[src/rtl/note_player_if.sv]
// Read side of the song FIFO (standard read mode with a valid strobe).
// The player is the master: it issues reads, the FIFO answers with data.
interface note_player_if;
  logic [14:0] fifo_dout;
  logic        fifo_valid;
  logic        fifo_empty;
  logic        fifo_rd_en;

  modport master (
    output fifo_rd_en,
    input  fifo_dout,
    input  fifo_valid,
    input  fifo_empty
  );

  modport slave (
    input  fifo_rd_en,
    output fifo_dout,
    output fifo_valid,
    output fifo_empty
  );
endinterface

[src/rtl/note_player.sv]
// Pops frequency words from the song FIFO and plays each as a square wave for a
// fixed duration, followed by a silent gap. Tone pitch comes from a modulo accumulator.
module note_player #(
  parameter int unsigned CLK_HZ      = 100_000_000,
  parameter int unsigned NOTE_CYCLES = 25_000_000,
  parameter int unsigned GAP_CYCLES  = 1_000_000
) (
  input  logic        clk,
  input  logic        rst,
  input  logic        enable,
  note_player_if.master fifo,
  output logic        tone_out,
  output logic        playing,
  output logic [14:0] cur_freq,
  output logic        note_done,
  output logic        rd_timeout
);

  typedef enum logic [2:0] {
    S_IDLE,
    S_REQ,
    S_WAIT,
    S_PLAY,
    S_GAP
  } state_t;

  localparam logic [31:0] MODULUS   = 32'(CLK_HZ);
  localparam logic [31:0] NOTE_LAST = 32'(NOTE_CYCLES - 1);
  localparam logic [31:0] GAP_LAST  = (GAP_CYCLES == 0) ? 32'd0 : 32'(GAP_CYCLES - 1);
  localparam logic [1:0]  WAIT_LAST = 2'd3;

  state_t      r_state;
  logic [31:0] r_acc;
  logic [31:0] r_note_cnt;
  logic [31:0] r_gap_cnt;
  logic [1:0]  r_wait_cnt;
  logic        r_rd_en;
  logic        r_tone;
  logic        r_playing;
  logic [14:0] r_cur_freq;
  logic        r_note_done;
  logic        r_rd_timeout;

  logic [31:0] w_sum;
  logic        w_wrap;

  // Phase advances by twice the frequency so one wrap equals one half-period.
  assign w_sum  = r_acc + {16'd0, r_cur_freq, 1'b0};
  assign w_wrap = (w_sum >= MODULUS);

  // NOTE: all state and outputs update with non-blocking assignments in one
  // clocked block, so every output is a flop and reset is synchronous.
  always_ff @(posedge clk) begin
    if (rst) begin
      r_state      <= S_IDLE;
      r_acc        <= '0;
      r_note_cnt   <= '0;
      r_gap_cnt    <= '0;
      r_wait_cnt   <= '0;
      r_rd_en      <= 1'b0;
      r_tone       <= 1'b0;
      r_playing    <= 1'b0;
      r_cur_freq   <= '0;
      r_note_done  <= 1'b0;
      r_rd_timeout <= 1'b0;
    end else begin
      r_rd_en      <= 1'b0;
      r_note_done  <= 1'b0;
      r_rd_timeout <= 1'b0;

      unique case (r_state)
        S_IDLE: begin
          if (enable && !fifo.fifo_empty) begin
            r_state <= S_REQ;
            r_rd_en <= 1'b1;
          end
        end

        S_REQ: begin
          r_state    <= S_WAIT;
          r_wait_cnt <= '0;
        end

        S_WAIT: begin
          if (fifo.fifo_valid) begin
            r_cur_freq <= fifo.fifo_dout;
            r_acc      <= '0;
            r_note_cnt <= '0;
            r_playing  <= 1'b1;
            r_state    <= S_PLAY;
          end else if (r_wait_cnt == WAIT_LAST) begin
            r_rd_timeout <= 1'b1;
            r_state      <= S_IDLE;
          end else begin
            r_wait_cnt <= r_wait_cnt + 2'd1;
          end
        end

        S_PLAY: begin
          if (r_note_cnt == NOTE_LAST) begin
            r_playing   <= 1'b0;
            r_tone      <= 1'b0;
            r_acc       <= '0;
            r_note_done <= 1'b1;
            r_gap_cnt   <= '0;
            r_state     <= (GAP_CYCLES == 0) ? S_IDLE : S_GAP;
          end else begin
            r_note_cnt <= r_note_cnt + 32'd1;
            if (w_wrap) begin
              r_acc  <= w_sum - MODULUS;
              r_tone <= ~r_tone;
            end else begin
              r_acc <= w_sum;
            end
          end
        end

        S_GAP: begin
          if (r_gap_cnt == GAP_LAST) begin
            r_state <= S_IDLE;
          end else begin
            r_gap_cnt <= r_gap_cnt + 32'd1;
          end
        end

        default: r_state <= S_IDLE;
      endcase
    end
  end

  assign fifo.fifo_rd_en = r_rd_en;
  assign tone_out        = r_tone;
  assign playing         = r_playing;
  assign cur_freq        = r_cur_freq;
  assign note_done       = r_note_done;
  assign rd_timeout      = r_rd_timeout;

endmodule

[src/flat_wrapper.sv]
// flat-port wrapper written by rule: the top's interface ports become plain ports
module note_player_flat 
#(
  parameter int unsigned CLK_HZ      = 100_000_000,
  parameter int unsigned NOTE_CYCLES = 25_000_000,
  parameter int unsigned GAP_CYCLES  = 1_000_000
)
  (clk, rst, enable, tone_out, playing, cur_freq, note_done, rd_timeout, fifo_fifo_rd_en, fifo_fifo_dout, fifo_fifo_valid, fifo_fifo_empty);
  note_player_if fifo_i ();
  input  logic clk;
  input  logic rst;
  input  logic enable;
  output logic tone_out;
  output logic playing;
  output logic [14:0] cur_freq;
  output logic note_done;
  output logic rd_timeout;
  output wire logic [$bits(fifo_i.fifo_rd_en)-1:0] fifo_fifo_rd_en;
  input wire logic [$bits(fifo_i.fifo_dout)-1:0] fifo_fifo_dout;
  input wire logic [$bits(fifo_i.fifo_valid)-1:0] fifo_fifo_valid;
  input wire logic [$bits(fifo_i.fifo_empty)-1:0] fifo_fifo_empty;
  assign fifo_fifo_rd_en = fifo_i.fifo_rd_en;
  assign fifo_i.fifo_dout = fifo_fifo_dout;
  assign fifo_i.fifo_valid = fifo_fifo_valid;
  assign fifo_i.fifo_empty = fifo_fifo_empty;
  note_player #(.CLK_HZ(CLK_HZ), .NOTE_CYCLES(NOTE_CYCLES), .GAP_CYCLES(GAP_CYCLES)) u_core (.clk(clk), .rst(rst), .enable(enable), .fifo(fifo_i), .tone_out(tone_out), .playing(playing), .cur_freq(cur_freq), .note_done(note_done), .rd_timeout(rd_timeout));
endmodule
[config.mk]
export PLATFORM = sky130hd
export DESIGN_NAME = note_player_flat
export DESIGN_NICKNAME = d
export VERILOG_FILES = /design/src/rtl/note_player_if.sv /design/src/rtl/note_player.sv /design/src/flat_wrapper.sv
export SDC_FILE = /design/constraint.sdc
export NUM_CORES = 1
export LEC_CHECK = 0
export CORE_MARGIN = 10
export CORE_UTILIZATION = 56
export CTS_CLUSTER_SIZE = 10
export DETAILED_ROUTE_END_ITERATION = 12
export GPL_ROUTABILITY_DRIVEN = 0
export HOLD_SLACK_MARGIN = 0.12
export PLACE_DENSITY = 0.76
export RECOVER_POWER = 25
export SKIP_LAST_GASP = 1
export SYNTH_ARGS = -nofsm -noshare
export SYNTH_HDL_FRONTEND = slang
export SYNTH_SLANG_ARGS = --single-unit
[constraint.sdc]
create_clock -name clk -period 5.5 [get_ports clk]
set_input_delay 0.825 -clock clk [delete_from_list [all_inputs] [get_ports clk]]
set_output_delay 0.825 -clock clk [all_outputs]
set_load 0.01 [all_outputs]
* Word level (Yosys, flattened, before mapping)
Index checks and enable logic that the tools add are counted.
Widths: inputs -> output; s select.
** Storage, ports and cells
- Flip-flop bits (word level) :: 121
- Input port bits :: 20
** Cells by class
- Add/subtract/negate cells :: 5
- Order comparisons :: 1
- Equal/unequal tests :: 16
- Muxes and demuxes :: 26
- Bitwise logic cells :: 4
- Reductions and logical operators :: 18
** Operators by type and width (count)
- $mux 32 :: 6
- $pmux 32 s2 :: 3
- $add 32x1->32 const B :: 2
- $add 32x16->32 :: 1
- $eq 32x20->1 const B :: 1
- $eq 32x25->1 const B :: 1
- $ge 32x27->1 const B :: 1
- $sub 32x27->32 const B :: 1
- $mux 3 :: 5
- $pmux 3 s5 :: 1
- $reduce_and 3->1 :: 4
- $ne 2x2->1 const B :: 5
- $reduce_bool 2->1 :: 4
- $mux 1 :: 7
- $eq 3x2->1 const B :: 2
- $ne 2x1->1 const B :: 3
- $reduce_and 2->1 :: 3
- $mux 2 :: 2
- $not 1->1 :: 4
- $pmux 2 s2 :: 1
- $reduce_and 4->1 :: 1
- $reduce_or 2->1 :: 2
- $eq 3x1->1 const B :: 1
- $eq 3x3->1 const B :: 1
- 8 further kinds :: 8

* Depth between registers and ports, before layout
Gate-level depths: netlist (run 1).
- Depth after elaboration :: 5
- Gate-level depth with buffers :: 16
- Depth with buffers taken out :: 15

* Worst setup path before layout (run 1)
No wires, ideal clock.
- Kind :: reg2reg
- Start :: register u_core.r_cur_freq[0], in the netlist u_core.cur_freq[0]
- End :: register u_core.r_acc[22]
- Arrival :: 3.270 ns
- Slack :: 2.168 ns
- Stages on the path, launching flop included :: 15
- Clock period less this slack :: 3.332 ns
- Cell sequence :: dfxtp_1 ha_1 fa_1 a21o_1 a221oi_4 o31a_1 o2111ai_1 nor3b_2 nor4b_4 o21a_2 o21ai_2 a21oi_4 a31oi_1 or4_1 nand3_1
** On the way
- Longest elaborated chain between the ends :: 5
** RTL lines
- start: declaration :: RTL line note_player.sv:40 : logic [14:0] r_cur_freq;
- start signal: assignment :: RTL line note_player.sv:86 : r_cur_freq <= fifo.fifo_dout;
- $add 32x16->32 (*) :: RTL line note_player.sv:48 : assign w_sum = r_acc + {16'd0, r_cur_freq, 1'b0};
- $sub 32x27->32 / $ge 32x27->1 (equally long branches) :: RTL line note_player.sv:110, note_player.sv:49
- $mux 32 (*) :: RTL line note_player.sv:109 : if (w_wrap) begin
- $mux 32 (*) :: RTL line note_player.sv:100 : if (r_note_cnt == NOTE_LAST) begin
- $pmux 32 s2 (*) :: RTL line note_player.sv:71 : unique case (r_state)
- end signal: assignment :: RTL line note_player.sv:110 : r_acc <= w_sum - MODULUS;
- end signal: assignment :: RTL line note_player.sv:113 : r_acc <= w_sum;
- end: declaration :: RTL line note_player.sv:33 : logic [31:0] r_acc;
Every way passes the cells marked *; elsewhere a longest branch is shown, timed or not.
A chain may end at the register's enable or synchronous reset.

* Final worst setup path (run 1)
- Start :: register u_core.r_cur_freq[0], in the netlist u_core.cur_freq[0]
- End :: register u_core.r_acc[12]
The elaborated chain is that of the path after synthesis.

==> results of run 1 <==
## sequential cells by signal (all words and copies together) (netlist names)
name and cells:
u_core.r_gap_cnt 32, u_core.r_note_cnt 32, u_core.r_acc 31, u_core.cur_freq 15
u_core.r_state 3, u_core.r_wait_cnt 2, u_core.fifo.fifo_rd_en 1, u_core.note_done 1
u_core.playing 1, u_core.rd_timeout 1, u_core.tone_out 1
## layout by cell type, fill, tap and decap left out, types with 5 or more instances in the layout
master | Yosys | routed
a21o_1 | 7 | 7
a21oi_1 | 69 | 69
a22oi_1 | 7 | 7
a31oi_1 | 6 | 6
and2_1 | 5 | 5
and3_1 | 14 | 14
and4_1 | 5 | 5
clkbuf_16 | 0 | 17
clkdlybuf4s50_1 | 0 | 27
dfxtp_1 | 120 | 120
dlygate4sd3_1 | 0 | 12
ha_1 | 20 | 20
inv_1 | 18 | 18
nand2_1 | 125 | 125
nand2b_1 | 11 | 11
nand3_1 | 31 | 31
nand4_1 | 18 | 18
nor2_1 | 102 | 102
nor2b_1 | 6 | 6
nor3_1 | 12 | 11
nor4_1 | 9 | 9
o2111ai_1 | 6 | 6
o211ai_1 | 5 | 5
o21ai_0 | 41 | 41
o21ai_1 | 9 | 9
or3_1 | 21 | 21
xnor2_1 | 41 | 41
xor2_1 | 47 | 47
## critical path, stage by stage (launching register included)
cell	delay [ps]
dfxtp_1	320
ha_1	240
fa_1	430
a21o_1	240
a221oi_4	370
o221ai_1	190
a21oi_1	340
o2111ai_1	310
o21a_2	320
o21a_4	220
nor2_4	340
nor2_1	130
xnor2_1	150
a22o_1	200
## worst max path at each step
| stage | startpoint | end | slack [ps] | depth (start not counted) |
|---|---|---|---|---|
| after floorplan | u_core.cur_freq[0]$_SDFFE_PP0P_ | u_core.r_acc[22]$_SDFFE_PP0P_ | 2170 | 14 |
| after global placement | fifo_fifo_valid | u_core.r_note_cnt[31]$_SDFFE_PP0P_ | 1600 | 11 |
| after detailed placement | fifo_fifo_valid | u_core.r_note_cnt[29]$_SDFFE_PP0P_ | 1410 | 10 |
| after CTS | u_core.cur_freq[0]$_SDFFE_PP0P_ | u_core.r_acc[12]$_SDFFE_PP0P_ | 1680 | 13 |
| after global routing | u_core.cur_freq[8]$_SDFFE_PP0P_ | u_core.r_acc[16]$_SDFFE_PP0P_ | 1280 | 13 |
| final | u_core.cur_freq[0]$_SDFFE_PP0P_ | u_core.r_acc[12]$_SDFFE_PP0P_ | 1580 | 13 |
## layer usage
layer  vias up  wire, microns  track usage (%)
met3        49            795             4.57
met4         0            480             8.96
li1       3142              -                -
met1      3049           7330             23.0
met2       189           9110             36.2
met5         -              0                0
## power by group through the flow
stage | clock (mW) | sequential (mW) | combinational, mW
after floorplan | 0 | 0.919 | 0.126
after global placement | 0 | 0.920 | 0.189
after detailed placement | 0 | 0.920 | 0.194
after CTS | 1.12 | 0.901 | 0.197
after global routing | 1.16 | 0.903 | 0.213
final | 1.11 | 0.902 | 0.196
## final cells by class
type,instances,area (sq um)
clock inverter,12,141
inverter,18,67.6
timing repair buffer,40,394
sequential,120,2400
multi-input combinational,701,4380
tap,168,210
clock buffer,20,447
fill,1066,4070
## kinds of logic (layout without fill, tap and decap cells)
group,Yosys count,in the layout,synth area share (%)
AOI/OAI and AO/OA,189,189,17.2
xor gates and xnor gates,89,89,11.3
adders and majority gates,21,21,3.87
buffers and inverters,50,90,3.13
DFF,120,120,34.4
muxes,4,4,0.573
and+or+nand+nor,398,398,29.6
## through the flow
step / power (mW) / utilization [%] / setup WS [ps] / instances
after floorplan: 1.04 / - / 2170 / 871
after global placement: 1.11 / 61.6 / 1600 / 1047
after detailed placement: 1.11 / 61.6 / 1410 / 1047
after CTS: 2.22 / 66.4 / 1680 / 1079
after global routing: 2.28 / 66.4 / 1280 / 1079
final: 2.21 / 66.4 / 1580 / 1079
==> impl_metrics.py, run 1 <==
metrics = {
    "sta": {
        "fin_crit_sh_pct": 71.3,
        "rsz0062_at_grt": "no",
        "max_freq_mhz": 255,
        "finalHoldViolations": 0,
        "fin_skew_ps": 10.1,
        "worst_pin_slew_ps": 1710,
        "period_minus_slack_ps": 3920,
        "finalSetupTns_ps": 0,
        "finalSetupViolations": 0,
        "max_slew_margin_pct": -14.0,
        "whs_ps": 464,
        "drv_slew": 42,
    },
    "pwr": {
        "p_switching_mw": 0.568,
        "peakVddDrop_uv": 247,
        "pwr-share-comb_pct": 8.9,
        "switching_share_pct": 25.7,
        "p_leak_nw": 2.97,
        "power_density_nw_per_um2": 275,
        "p_int_mw": 1.64,
        "pwr-share-seq_pct": 40.8,
        "clkPwrFrac_pct": 50.3,
    },
    "yosys": {
        "avgSynthCellArea_sq_um": 8.02,
        "ys_async_sr_fraction_pct": 0,
        "synth_top_cell_by_area": "dfxtp_1",
        "syn_nets": 912,
        "synth_seq_cells": 120,
        "synth.cell_area_sq_um": 6990,
        "synth-main-ff-cell": "dfxtp_1",
        "yosysSeqAreaShare_pct": 34.4,
        "synth_top_area_share_pct": 34.4,
        "syn_inst": 871,
        "synthTopCellsByCount": "125 x nand2_1, 120 x dfxtp_1, 102 x nor2_1",
        "synth_cell_types": 82,
        "synth.most_common_cell": "nand2_1",
        "synth_edf_count": 0,
        "yosys_warnings": 0,
        "synth.area.top_cells": "dfxtp_1 34%, nand2_1 6.7%, xor2_1 5.9%, nor2_1 5.5%, xnor2_1 5.1%",
    },
    "layout": {
        "n_antenna_cell": 0,
        "fin_area_sq_um": 8040,
        "area_growth_pct": 15.1,
        "drive_above_1_share_pct": 7.46,
        "final_nets": 939,
    },
    "grt": {
        "grt-ovfl-total": 0,
        "grt.total_usage_pct": 20.5,
        "grt_pass1_wl_mm": 30.1,
        "grt_start_max_net_pins": 42,
        "antenna_found_initial": 0,
        "grt_pass1_vias": 6312,
    },
    "route": {
        "initialDrtViolationCount": 619,
        "vias": 6429,
        "avgViaCountPerCell": 5.96,
        "route.antenna.remaining_nets": 0,
        "firstDrtPassIters": 8,
        "wl_per_cell_microns": 16.4,
        "drc": 0,
        "routed_wl_mm": 17.7,
    },
    "hold_path": {
        "min_to": "u_core.r_acc[14]$_SDFFE_PP0P_",
        "hp-class": "reg -> reg",
        "hp-start": "u_core.r_acc[14]$_SDFFE_PP0P_",
        "whs_path_depth": 2,
    },
    "clocking": {
        "clock_path_buffers": 2,
        "path_clk_slew_ps": 60,
        "cts_setup_buffers": 0,
        "clock-sinks": 120,
        "cts_buffers": 17,
        "root_buffer": "clkbuf_16",
        "post_cts_resize_count": 0,
        "clk_latency_ps": 430,
        "postCtsHoldBufs": 0,
        "cts_tree": "yes",
        "htreeDepth": 4,
    },
    "critical_path": {
        "worstSetupStartpointType": "register",
        "regToRegEndpoint": "u_core.r_acc[12]$_SDFFE_PP0P_",
        "r2r-start": "u_core.cur_freq[0]$_SDFFE_PP0P_",
        "cp.required_ps": 5810,
        "end_kind": "register",
        "r2r_slack_ps": 1580,
        "worst-path-max-fanout": 9,
        "worstSetupPathType": "reg -> reg",
        "worstPathArrival_ps": 4240,
        "rr_worst_depth": 13,
    },
    "placement": {
        "place_area_sq_um": 7460,
        "port_buffers": 39,
        "dpl.hpwl_mm": 12.6,
    },
    "floorplan": {
        "initial_core_util_pct": 57.7,
        "die_h_microns": 132,
        "die_w_microns": 132,
        "die_area_sq_um": 17300,
        "pin_count": 40,
        "num_rows": 40,
        "core_sq_um": 12100,
    },
    "flow_run": {
        "drv_cap": 1,
    },
    "outcome": {
        "status": "complete, but fails checks",
        "violations": "max-capacitance violations, max-slew violations",
    },
}
Note: power is estimated with default switching activity, not from simulation.
==> inputs of run 2 (changes only) <==
Clock period 5.5 ns to 3.8 ns, I/O delays scaled along.
==> impl_metrics.py, run 2 (same netlist as run 1, synthesis figures left out) <==
metrics = {
    "route": {
        "wl_per_cell_microns": 16.2,
        "avgViaCountPerCell": 5.90,
        "routed_wl_mm": 17.7,
        "route.antenna.remaining_nets": 0,
        "firstDrtPassIters": 6,
        "drc": 0,
        "vias": 6446,
        "initialDrtViolationCount": 488,
    },
    "sta": {
        "max_slew_margin_pct": -24.3,
        "fin_crit_sh_pct": 95.4,
        "finalHoldViolations": 0,
        "period_minus_slack_ps": 3630,
        "max_freq_mhz": 276,
        "finalSetupViolations": 0,
        "worst_pin_slew_ps": 1860,
        "drv_slew": 40,
        "fin_skew_ps": 6.66,
    },
    "critical_path": {
        "worstSetupStartpointType": "register",
        "cp.required_ps": 4150,
        "regToRegEndpoint": "u_core.r_acc[23]$_SDFFE_PP0P_",
        "worstPathArrival_ps": 3980,
        "end_kind": "register",
        "worstSetupPathType": "reg -> reg",
        "r2r_slack_ps": 170,
        "crit_family": "compound AO/OA/AOI/OAI gates",
        "r2r-start": "u_core.r_acc[6]$_SDFFE_PP0P_",
        "worst-path-buf-inv": 0,
        "max_stage_delay_ps": 460,
        "worst-path-max-fanout": 7,
        "path_cells": "ha_1 > nand2_1 > a211oi_2 > o21ba_2 > nor2_1 > o221ai_1 > o2111ai_1 > o21a_2 > o21ai_2 > nand2_1 > a31oi_1 > a21oi_1 > o21ai_1",
        "slowest_stage": "ha_1",
        "crit_path_frequent_cell": "nand2_1",
        "rr_worst_depth": 13,
    },
    "grt": {
        "grt.total_usage_pct": 20.2,
        "grt-ovfl-total": 0,
        "grt_pass1_wl_mm": 29.6,
        "grt_pass1_vias": 6349,
        "grt_start_max_net_pins": 40,
        "antenna_found_initial": 0,
    },
    "clocking": {
        "cts_tree": "yes",
        "root_buffer": "clkbuf_16",
        "clock-sinks": 120,
        "path_clk_slew_ps": 60,
        "postCtsHoldBufs": 0,
        "clock_path_buffers": 2,
        "htreeDepth": 4,
        "clk_latency_ps": 430,
        "cts_buffers": 17,
    },
    "layout": {
        "top_regs": "u_core.r_gap_cnt: 32 flops, u_core.r_note_cnt: 32 flops, u_core.r_acc: 31 flops",
        "stdcell_count": 1092,
        "final_common_cell": "nand2_1",
        "area_growth_pct": 17.4,
        "final_nets": 952,
        "layout_common_cells": "125 x nand2_1, 120 x dfxtp_1, 102 x nor2_1",
        "drive_above_1_share_pct": 10.5,
        "n_antenna_cell": 0,
    },
    "floorplan": {
        "pin_count": 40,
        "die_area_sq_um": 17300,
        "die_w_microns": 132,
        "initial_core_util_pct": 57.7,
        "die_h_microns": 132,
        "core_sq_um": 12100,
        "num_rows": 40,
    },
    "pwr": {
        "p_leak_nw": 3.06,
        "peakVddDrop_uv": 323,
        "p_total_mw": 3.21,
        "power_density_nw_per_um2": 392,
    },
    "hold_path": {
        "hp-start": "u_core.r_acc[11]$_SDFFE_PP0P_",
        "hp-class": "reg -> reg",
        "whs_path_depth": 2,
        "min_to": "u_core.r_acc[11]$_SDFFE_PP0P_",
    },
    "placement": {
        "port_buffers": 39,
        "place_inst": 1057,
        "dpl.hpwl_mm": 12.7,
    },
    "outcome": {
        "status": "complete, but fails checks",
        "violations": "max-capacitance violations, max-slew violations",
    },
    "flow_run": {
        "drv_cap": 1,
    },
}
## run 2: cell count changes in the layout (fill, tap and decap cells not counted), moves of 3 or more
cell | previous run | this run
buf_4 | 0 | 13
clkdlybuf4s50_1 | 27 | 24
clkinv_4 | 4 | 1
dlygate4sd3_1 | 12 | 15
ha_1 | 20 | 17
ha_2 | 0 | 3
inv_6 | 3 | 7
## run 2: per-stage QoR
step	worst slack [ps]	TNS (ps)	area [sq um]	hold slack [ps]	util, %
5_1_grt	-23.0	-49.6	8210	504	67.7
6_report	174	0	8210	464	67.7
2_1_floorplan	468	0	6990	429	-
3_5_place_dp	191	0	7520	453	62.1
3_3_place_gp	276	0	7520	438	62.1
4_1_cts	128	0	8120	462	67.1
## run 2: worst min-delay path, delay by kind of cell, from the launching register on
family | cells | cell delay [ps]
simple gates | 1 | 50
compound gates | 1 | 50
flops | 1 | 320
## run 2: cell type report
type,count,area (sq um)
Clock buffer,18,439
Clock inverter,14,158
Fill cell,1019,3910
Inverter,18,67.6
Multi-Input combinational cell,701,4440
Sequential cell,120,2400
Tap cell,168,210
Timing Repair Buffer,53,492
## run 2: report_power, final
part	switching (mW)	total [mW]	leakage, nW	internal (mW)
logic	0.179	0.290	1.81	0.111
registers	0.0217	1.30	0.967	1.28
clock network	0.628	1.62	0.285	0.995
## run 2: worst max path at each step
stage                                                start                       endpoint  depth (start not counted)
after global placement     u_core.cur_freq[0]$_SDFFE_PP0P_  u_core.r_acc[11]$_SDFFE_PP0P_                         14
after CTS                  u_core.cur_freq[0]$_SDFFE_PP0P_  u_core.r_acc[23]$_SDFFE_PP0P_                         13
after detailed placement  u_core.cur_freq[13]$_SDFFE_PP0P_  u_core.r_acc[11]$_SDFFE_PP0P_                         13
final                         u_core.r_acc[6]$_SDFFE_PP0P_  u_core.r_acc[23]$_SDFFE_PP0P_                         13
after floorplan            u_core.cur_freq[0]$_SDFFE_PP0P_  u_core.r_acc[22]$_SDFFE_PP0P_                         14
after global routing       u_core.cur_freq[0]$_SDFFE_PP0P_  u_core.r_acc[16]$_SDFFE_PP0P_                         15
## run 2: repair_timing
action,in CTS,in global routing
resized for setup,0,14
endpoints found under the hold margin,0,0
setup buffers,0,3
endpoints found under the setup margin,0,21
## run 2: routing by layer
metal  GRT usage [%]  vias to the layer above  wire length, microns
met4            8.41                        0                   574
met5               0                        -                     0
met1            23.0                     3056                  7360
met2            35.3                      178                  9040
li1                -                     3157                     -
met3            4.65                       55                   763
==> inputs of run 3 (changes only) <==
Settings changed: RECOVER_POWER 25 to 50, SETUP_SLACK_MARGIN set to 0.4.
==> impl_metrics.py, run 3 (same netlist as run 1, synthesis figures left out) <==
metrics = {
    "placement": {
        "dpl.hpwl_mm": 12.7,
        "port_buffers": 39,
    },
    "critical_path": {
        "worstSetupStartpointType": "register",
        "max_stage_delay_ps": 390,
        "cp.required_ps": 4080,
        "rr_worst_depth": 14,
        "worst-path-max-fanout": 6,
        "worstPathArrival_ps": 3770,
        "worstSetupStartpoint": "u_core.cur_freq[0]$_SDFFE_PP0P_",
        "worstSetupPathType": "reg -> reg",
        "path_cells": "ha_4 > fa_2 > a21o_1 > a221oi_4 > o31a_1 > o2111ai_1 > nor3b_4 > nor4b_4 > o21a_2 > o21a_4 > o21a_1 > and4_1 > xor2_1 > o21ai_1",
        "slowest_stage": "fa_2",
        "end_kind": "register",
        "r2r-start": "u_core.cur_freq[0]$_SDFFE_PP0P_",
    },
    "floorplan": {
        "num_rows": 40,
        "die_area_sq_um": 17300,
        "die_h_microns": 132,
        "die_w_microns": 132,
        "initial_core_util_pct": 57.7,
        "core_sq_um": 12100,
        "pin_count": 40,
    },
    "route": {
        "routed_wl_mm": 19.9,
        "route.antenna.remaining_nets": 0,
        "avgViaCountPerCell": 6.20,
        "vias": 6871,
        "initialDrtViolationCount": 647,
        "wl_per_cell_microns": 17.9,
        "firstDrtPassIters": 6,
        "drc": 0,
    },
    "layout": {
        "top_regs": "u_core.r_gap_cnt: 32 flops, u_core.r_note_cnt: 32 flops, u_core.r_acc: 31 flops",
        "post-route-util_pct": 72.3,
        "n_antenna_cell": 0,
        "area_growth_pct": 25.2,
        "final_nets": 969,
        "drive_above_1_share_pct": 18.5,
        "final_common_cell": "nand2_1",
        "layout_common_cells": "122 x nand2_1, 118 x dfxtp_1, 97 x nor2_1",
    },
    "sta": {
        "fin_crit_sh_pct": 91.8,
        "worst_pin_slew_ps": 1850,
        "finalSetupTns_ps": 0,
        "finalSetupViolations": 0,
        "max_freq_mhz": 287,
        "fin_skew_ps": 7.25,
        "period_minus_slack_ps": 3490,
        "finalHoldViolations": 0,
        "max_slew_margin_pct": -23.1,
        "drv_slew": 40,
        "rsz0062_at_grt": "yes",
    },
    "clocking": {
        "root_buffer": "clkbuf_16",
        "cts_buffers": 17,
        "clock-sinks": 120,
        "htreeDepth": 4,
        "clock_path_buffers": 2,
        "cts_tree": "yes",
        "path_clk_slew_ps": 60,
        "clk_latency_ps": 430,
    },
    "outcome": {
        "status": "complete, but fails checks",
        "violations": "max-capacitance violations, max-slew violations",
    },
    "grt": {
        "grt_start_max_net_pins": 40,
        "antenna_found_initial": 0,
        "grt-ovfl-total": 0,
        "grt.total_usage_pct": 20.9,
        "grt_pass1_vias": 6564,
        "grt_pass1_wl_mm": 30.9,
    },
    "pwr": {
        "p_leak_nw": 3.22,
        "power_density_nw_per_um2": 373,
        "peakVddDrop_uv": 326,
    },
    "hold_path": {
        "hp-class": "reg -> reg",
        "whs_path_depth": 2,
        "hp-start": "u_core.cur_freq[6]$_SDFFE_PP0P_",
    },
    "flow_run": {
        "drv_cap": 1,
    },
}
## run 3: cell types whose count changed in the layout (fill, tap and decap cells not counted), sizes merged
cell	previous run	this run
dlygate4sd3	15	21
buf	13	27
nor2	103	104
clkbuf	19	21
clkdlybuf4s50	24	18
## run 3: path summary, 6_finish.rpt
path | endpoint | slack [ps]
worst max-delay path | u_core.r_acc[31]$_SDFFE_PP0P_ | 310
worst min-delay path | u_core.cur_freq[6]$_SDFFE_PP0P_ | 480
worst max register to register | u_core.r_acc[31]$_SDFFE_PP0P_ | 310
worst min register to register | u_core.cur_freq[6]$_SDFFE_PP0P_ | 480
## run 3: area by class of cell
type / count / area, sq um
Clock buffer: 18 / 439
Fill cell: 893 / 3360
Inverter: 18 / 67.6
Timing Repair Buffer: 69 / 611
Clock inverter: 14 / 158
Tap cell: 168 / 210
Sequential cell: 120 / 2400
Multi-Input combinational cell: 702 / 4860
## run 3: worst max-delay path, delay by kind of cell (launching register included)
kind,cells,cell delay (ps)
AO/OA/AOI/OAI,8,1590
AND/OR/NAND/NOR,3,670
adder cells (fa/ha/maj),2,560
flip-flops,1,340
XOR/XNOR,1,190
## run 3: what timing repair did
item,in CTS,in global routing
gates cloned,0,1
hold buffers,0,0
gates resized for setup,48,50
setup endpoints to repair,25,26
pin swaps,22,20
buffers inserted,12,7
## run 3: routing by layer
| metal | up-vias | track usage, % | share of wire [%] |
|---|---|---|---|
| met1 | 3258 | 23.6 | 40 |
| met3 | 104 | 5.03 | 5.8 |
| li1 | 3186 | - | - |
| met4 | 0 | 9.64 | 4.2 |
| met5 | - | 0 | 0 |
| met2 | 323 | 36.5 | 50 |
## run 3: power by group
group / switching (mW) / internal, mW / total (mW)
Sequential: 0.0247 / 1.28 / 1.30
Combinational: 0.196 / 0.130 / 0.325
Clock: 0.639 / 0.995 / 1.63
Total: 0.860 / 2.40 / 3.26
## run 3: through the flow
| stage | worst slack, ps | std cells | total power, mW | hold slack (ps) | cell area, sq um |
|---|---|---|---|---|---|
| after floorplan | 468 | 871 | 1.51 | 429 | 6990 |
| after global placement | 276 | 1057 | 1.61 | 438 | 7520 |
| after detailed placement | 191 | 1057 | 1.62 | 453 | 7520 |
| after CTS | 405 | 1101 | 3.25 | 468 | 8450 |
| after global routing | 132 | 1109 | 3.35 | 507 | 8750 |
| final | 313 | 1109 | 3.26 | 481 | 8750 |
